==> config.mk <==
export PLATFORM = sky130hd
export DESIGN_NAME = count_sequencer
export DESIGN_NICKNAME = d
export VERILOG_FILES = /design/src/rtl/count_sequencer.sv
export SDC_FILE = /design/constraint.sdc
export NUM_CORES = 1
export LEC_CHECK = 0
export BUFFER_PORTS_ARGS = -buffer_cell sky130_fd_sc_hd__clkbuf_2
export CORE_MARGIN = 2
export CORE_UTILIZATION = 56
export CTS_BUF_LIST = sky130_fd_sc_hd__clkbuf_8 sky130_fd_sc_hd__clkbuf_16
export CTS_CLUSTER_SIZE = 20
export DETAILED_ROUTE_END_ITERATION = 6
export PLACE_DENSITY = 0.77
export SLEW_MARGIN = 10
export SYNTH_ARGS = -nofsm -noshare
export SYNTH_HDL_FRONTEND = slang
export SYNTH_SLANG_ARGS = --single-unit
==> constraint.sdc <==
create_clock -name clk -period 2.3 [get_ports clk]
set_input_delay 0.46 -clock clk [delete_from_list [all_inputs] [get_ports clk]]
set_output_delay 0.46 -clock clk [all_outputs]
set_load 0.02 [all_outputs]
==> src/rtl/count_sequencer.sv <==
// Run-control sequencer for the binary counter datapath.
// Programmable terminal value, prescale ratio and one-shot/continuous mode.
module count_sequencer #(
    parameter int WIDTH      = 4,
    parameter int PRESCALE_W = 8
) (
    input  logic                  clk,
    input  logic                  reset,
    input  logic                  cfg_valid,
    output logic                  cfg_ready,
    input  logic [WIDTH-1:0]      cfg_limit,
    input  logic [PRESCALE_W-1:0] cfg_prescale,
    input  logic                  cfg_oneshot,
    input  logic                  start,
    input  logic                  stop,
    output logic [WIDTH-1:0]      count,
    output logic                  tick,
    output logic                  wrap,
    output logic                  done,
    output logic                  busy
);

    typedef enum logic [1:0] {
        S_IDLE = 2'd0,
        S_RUN  = 2'd1,
        S_HOLD = 2'd2,
        S_DONE = 2'd3
    } state_t;

    state_t r_state;
    state_t w_state_nxt;

    logic [WIDTH-1:0]      r_limit;
    logic [PRESCALE_W-1:0] r_prescale;
    logic                  r_oneshot;

    logic [PRESCALE_W-1:0] r_presc;
    logic [WIDTH-1:0]      r_count;
    logic                  r_tick;
    logic                  r_wrap;
    logic                  r_done;
    logic                  r_busy;
    logic                  r_cfg_ready;

    logic [PRESCALE_W-1:0] w_presc_nxt;
    logic [WIDTH-1:0]      w_count_nxt;
    logic                  w_tick_nxt;
    logic                  w_wrap_nxt;
    logic                  w_done_nxt;
    logic                  w_busy_nxt;
    logic                  w_cfg_ready_nxt;

    logic w_cfg_take;
    logic w_start;
    logic w_adv;
    logic w_at_lim;
    logic w_finish;

    // stop has priority over start whenever both are offered
    assign w_start    = start & ~stop;
    assign w_cfg_take = cfg_valid & r_cfg_ready;
    assign w_adv      = (r_state == S_RUN) && (r_presc == r_prescale);
    assign w_at_lim   = (r_count >= r_limit);
    assign w_finish   = w_adv & w_at_lim & r_oneshot;

    always_ff @(posedge clk or posedge reset) begin
        if (reset) begin
            r_limit    <= '1;
            r_prescale <= '0;
            r_oneshot  <= 1'b0;
        end else if (w_cfg_take) begin
            r_limit    <= cfg_limit;
            r_prescale <= cfg_prescale;
            r_oneshot  <= cfg_oneshot;
        end
    end

    always_ff @(posedge clk or posedge reset) begin
        if (reset) begin
            r_state <= S_IDLE;
        end else begin
            r_state <= w_state_nxt;
        end
    end

    always_comb begin
        w_state_nxt = r_state;
        unique case (r_state)
            S_IDLE, S_DONE: begin
                if (w_start) begin
                    w_state_nxt = S_RUN;
                end
            end
            S_RUN: begin
                // an advance landing with stop still completes first
                if (w_finish) begin
                    w_state_nxt = S_DONE;
                end else if (stop) begin
                    w_state_nxt = S_HOLD;
                end
            end
            S_HOLD: begin
                if (stop) begin
                    w_state_nxt = S_IDLE;
                end else if (start) begin
                    w_state_nxt = S_RUN;
                end
            end
            default: w_state_nxt = S_IDLE;
        endcase
    end

    always_comb begin
        w_presc_nxt = r_presc;
        w_count_nxt = r_count;
        w_tick_nxt  = 1'b0;
        w_wrap_nxt  = 1'b0;
        w_done_nxt  = 1'b0;
        unique case (r_state)
            S_IDLE, S_DONE: begin
                if (w_start) begin
                    w_presc_nxt = '0;
                    w_count_nxt = '0;
                end
            end
            S_RUN: begin
                if (w_adv) begin
                    w_presc_nxt = '0;
                    w_tick_nxt  = 1'b1;
                    if (!w_at_lim) begin
                        w_count_nxt = r_count + 1'b1;
                    end else if (r_oneshot) begin
                        w_count_nxt = r_limit;
                        w_done_nxt  = 1'b1;
                    end else begin
                        w_count_nxt = '0;
                        w_wrap_nxt  = 1'b1;
                    end
                end else begin
                    w_presc_nxt = r_presc + 1'b1;
                end
            end
            S_HOLD: begin
                if (stop) begin
                    w_presc_nxt = '0;
                    w_count_nxt = '0;
                end
            end
            default: begin
                w_presc_nxt = '0;
                w_count_nxt = '0;
            end
        endcase
        w_busy_nxt      = (w_state_nxt == S_RUN) || (w_state_nxt == S_HOLD);
        w_cfg_ready_nxt = (w_state_nxt == S_IDLE) || (w_state_nxt == S_DONE);
    end

    always_ff @(posedge clk or posedge reset) begin
        if (reset) begin
            r_presc     <= '0;
            r_count     <= '0;
            r_tick      <= 1'b0;
            r_wrap      <= 1'b0;
            r_done      <= 1'b0;
            r_busy      <= 1'b0;
            r_cfg_ready <= 1'b1;
        end else begin
            r_presc     <= w_presc_nxt;
            r_count     <= w_count_nxt;
            r_tick      <= w_tick_nxt;
            r_wrap      <= w_wrap_nxt;
            r_done      <= w_done_nxt;
            r_busy      <= w_busy_nxt;
            r_cfg_ready <= w_cfg_ready_nxt;
        end
    end

    assign count     = r_count;
    assign tick      = r_tick;
    assign wrap      = r_wrap;
    assign done      = r_done;
    assign busy      = r_busy;
    assign cfg_ready = r_cfg_ready;

endmodule

==> flow_summary.toml <==
[cts]
cts_tree = "built"
path_clk_slew_ns = 0.07
cts_hold_buf = 0
htreeDepth = 2
post_cts_buffers = 0
clock_latency_ns = 0.29
cts.sinks = 32
clk_path_buf_depth = 2
clock-root-buffer = "clkbuf_8"
numCtsBuffers = 5
cts_resized = 0

[drt]
dr.pass1.iters = 4
dr_total_vias = 1248
antenna_left = 0
vias_per_cell = 5.33
routed_wl_um = 3330
drc = 0
wl_per_cell_um = 14.2
drt_iter0_markers = 29

[worst_setup_path]
cp-startpoint = "count[0]"
cp.arrival_ns = 2.24
endpoint = "count[2]"
worstPathCellList = "inv_1 -> ha_1 -> nand2b_4 -> a2111oi_4 -> a21oi_2 -> o311ai_1 -> o2bb2ai_2"
r2r_slack_ns = 0.28
rr_worst_depth = 7
slowest_stage = "dfrtp_1"
worst_ep_required_time_ns = 2.51
rr_endpoint = "count[2]"
critPathMaxStageDelay_ns = 0.43
r2r-start = "count[0]"
path_max_fanout = 8
critPathKind = "reg2reg"
end_kind = "register"
startpoint_type = "register"

[final_layout]
drive_above_1_share_pct = 35.3
area_growth_pct = 15.9
fillCellCount = 241
fin_nets = 215
final_util_pct = 67.7
antenna_cells = 0

[pwr]
power.density_nw_per_um2 = 1180
power_leakage_nw = 0.970
irDropWorstVdd_mv = 0.678
fin_total_pwr_mw = 2.43

[placed_design]
dpl.hpwl_um = 2570
io_buffers = 26
gp_congestion = 0.864

[synth]
synth_area_leaders = "dfrtp_1 (38%), mux2_2 (8.9%), dfstp_2 (7.4%)"
syn_nets = 183
synth_top_area_share_pct = 38.2
yosys.area.top_type = "dfrtp_1"
syn_area_um2 = 1770
yosysUniqueCellTypes = 43
synthCells = 157
yosysWarnings = 0
ys_seq_area_share_pct = 45.6
syn_avg_cell_area_um2 = 11.3
synth-seq-cells = 32

[sta]
period_share_pct = 88.0
timing.hold.ws_ns = 0.219
rsz0062_at_grt = "false"
max_slew_margin_pct = 61.6
tightest_slew_ns = 0.575
max_freq_ghz = 0.494
drv_slew = 0
hold_viol = 0
period_minus_slack_ns = 2.02
fin_setup_tns_ns = 0
skew_ns = 0.00609
setup_viol = 0

[global_route]
grt_first_pass_wirelength_um = 5720
grt_overflow = 0
grt_start_max_net_pins = 33
grt_pass1_vias = 1325
grt_usage_pct = 22.1
antenna_found_initial = 0

[floorplanning]
die_x_um = 60.2
die_area_um2 = 3620
io_pins = 27
die_h_um = 60.2
rows = 20
core-area_um2 = 3030
start_util_pct = 58.4

[worst_hold_path]
worstHoldPathType = "in2async"

[status]
outcome = "complete, no violations"

[run]
drv_cap = 0
layout make-up:
class                      count  area [um^2]  share of cell area [%]
multi-input combinational    111          901                    44.0
tap                           44         55.1                    2.69
inverter                      11         41.3                    2.01
clock buffer                   7         96.3                    4.70
clock inverter                 1         3.75                   0.183
sequential                    32          807                    39.4
timing repair buffer          28          145                    7.08
logic make-up (layout without fill, tap and decap cells):
kind of cell             after synthesis  in the layout  synth area share [%]
XOR/XNOR                               9              9                  4.46
AO/OA/AOI/OAI                         32             32                  15.1
AND/OR/NAND/NOR                       42             42                  13.2
adder cells (fa/ha/maj)                8              8                  5.66
multiplexers                          20             20                  12.6
flip-flops                            32             32                  45.6
buffers and inverters                 14             47                  3.40
layout by cell type, fill, tap and decap left out, drive strengths merged, types with 2 or more instances in the layout:
| cell type | netlist | layout |
|---|---|---|
| and2 | 2 | 2 |
| inv | 11 | 12 |
| dfrtp | 27 | 27 |
| nand2b | 3 | 3 |
| nor3 | 2 | 2 |
| and3 | 2 | 2 |
| a22o | 4 | 4 |
| o2bb2ai | 3 | 3 |
| nand3 | 4 | 4 |
| nand2 | 15 | 15 |
| nand4 | 2 | 2 |
| dfstp | 5 | 5 |
| mux2i | 5 | 5 |
| nor2b | 4 | 4 |
| clkbuf | 1 | 33 |
| buf | 2 | 2 |
| nor2 | 7 | 7 |
| mux2 | 15 | 15 |
| a21oi | 4 | 4 |
| xnor2 | 9 | 9 |
| o21ai | 13 | 13 |
| ha | 8 | 8 |
report_power, final:
group | total, mW | leakage (nW) | switching [mW] | internal (mW)
Clock | 0.469 | 0.0557 | 0.201 | 0.268
Combinational | 1.04 | 0.512 | 0.548 | 0.494
Sequential | 0.915 | 0.403 | 0.145 | 0.770
through the flow:
stage / area (um^2) / std cells / worst slack, ns
3_5_place_dp: 1950 / 226 / 0.299
6_report: 2050 / 234 / 0.276
5_1_grt: 2050 / 234 / 0.172
2_1_floorplan: 1770 / 157 / 0.304
4_1_cts: 2050 / 234 / 0.265
3_3_place_gp: 1950 / 226 / 0.382
critical path: cells and delay by family, from the launching register on:
family,cells,cell delay (ns)
AO/OA/AOI/OAI,4,1.00
flip-flops,1,0.43
adder cells (fa/ha/maj),1,0.30
AND/OR/NAND/NOR,1,0.15
buffers and inverters,1,0.08
flip-flops by register name, indices dropped and copies added (netlist names):
signal and count:
busy 1, tick 1, wrap 1, r_presc 8
r_limit 4, r_oneshot 1, r_prescale 8, count 4
done 1, r_state 2, cfg_ready 1
worst min-delay path by stage:
stage | slack, ns | to | cells after the start
floorplan | 0.50 | r_prescale[1] | 1
global placement | 0.51 | r_prescale[2] | 1
detailed placement | 0.52 | r_prescale[1] | 1
CTS | 0.23 | r_prescale[4] | 3
global route | 0.27 | r_prescale[4] | 3
finish | 0.22 | r_prescale[4] | 3
layer usage:
metal	vias up	GRT usage [%]	wire, um
met3	6	9.31	175
met4	0	7.94	46
met2	24	34.8	1550
met5	-	0	0
li1	618	-	-
met1	600	27.1	1550
cell usage after synthesis, drive strengths merged:
| cell | n |
|---|---|
| a32oi | 1 |
| inv | 11 |
| nor2 | 7 |
| and3b | 1 |
| nor2b | 4 |
| o21ai | 13 |
| nand2b | 3 |
| o21a | 1 |
| ha | 8 |
| buf | 2 |
| and3 | 2 |
| nand4 | 2 |
| mux2 | 15 |
| o32a | 1 |
| a22o | 4 |
| o211ai | 1 |
| a21o | 1 |
| dfrtp | 27 |
| a21oi | 4 |
| clkbuf | 1 |
| mux2i | 5 |
| nand2 | 15 |
| o311ai | 1 |
| and2 | 2 |
| a32o | 1 |
| dfstp | 5 |
| a2111oi | 1 |
| nand3 | 4 |
| nor3 | 2 |
| xnor2 | 9 |
| o2bb2ai | 3 |
(Power assumes the default switching activity.)
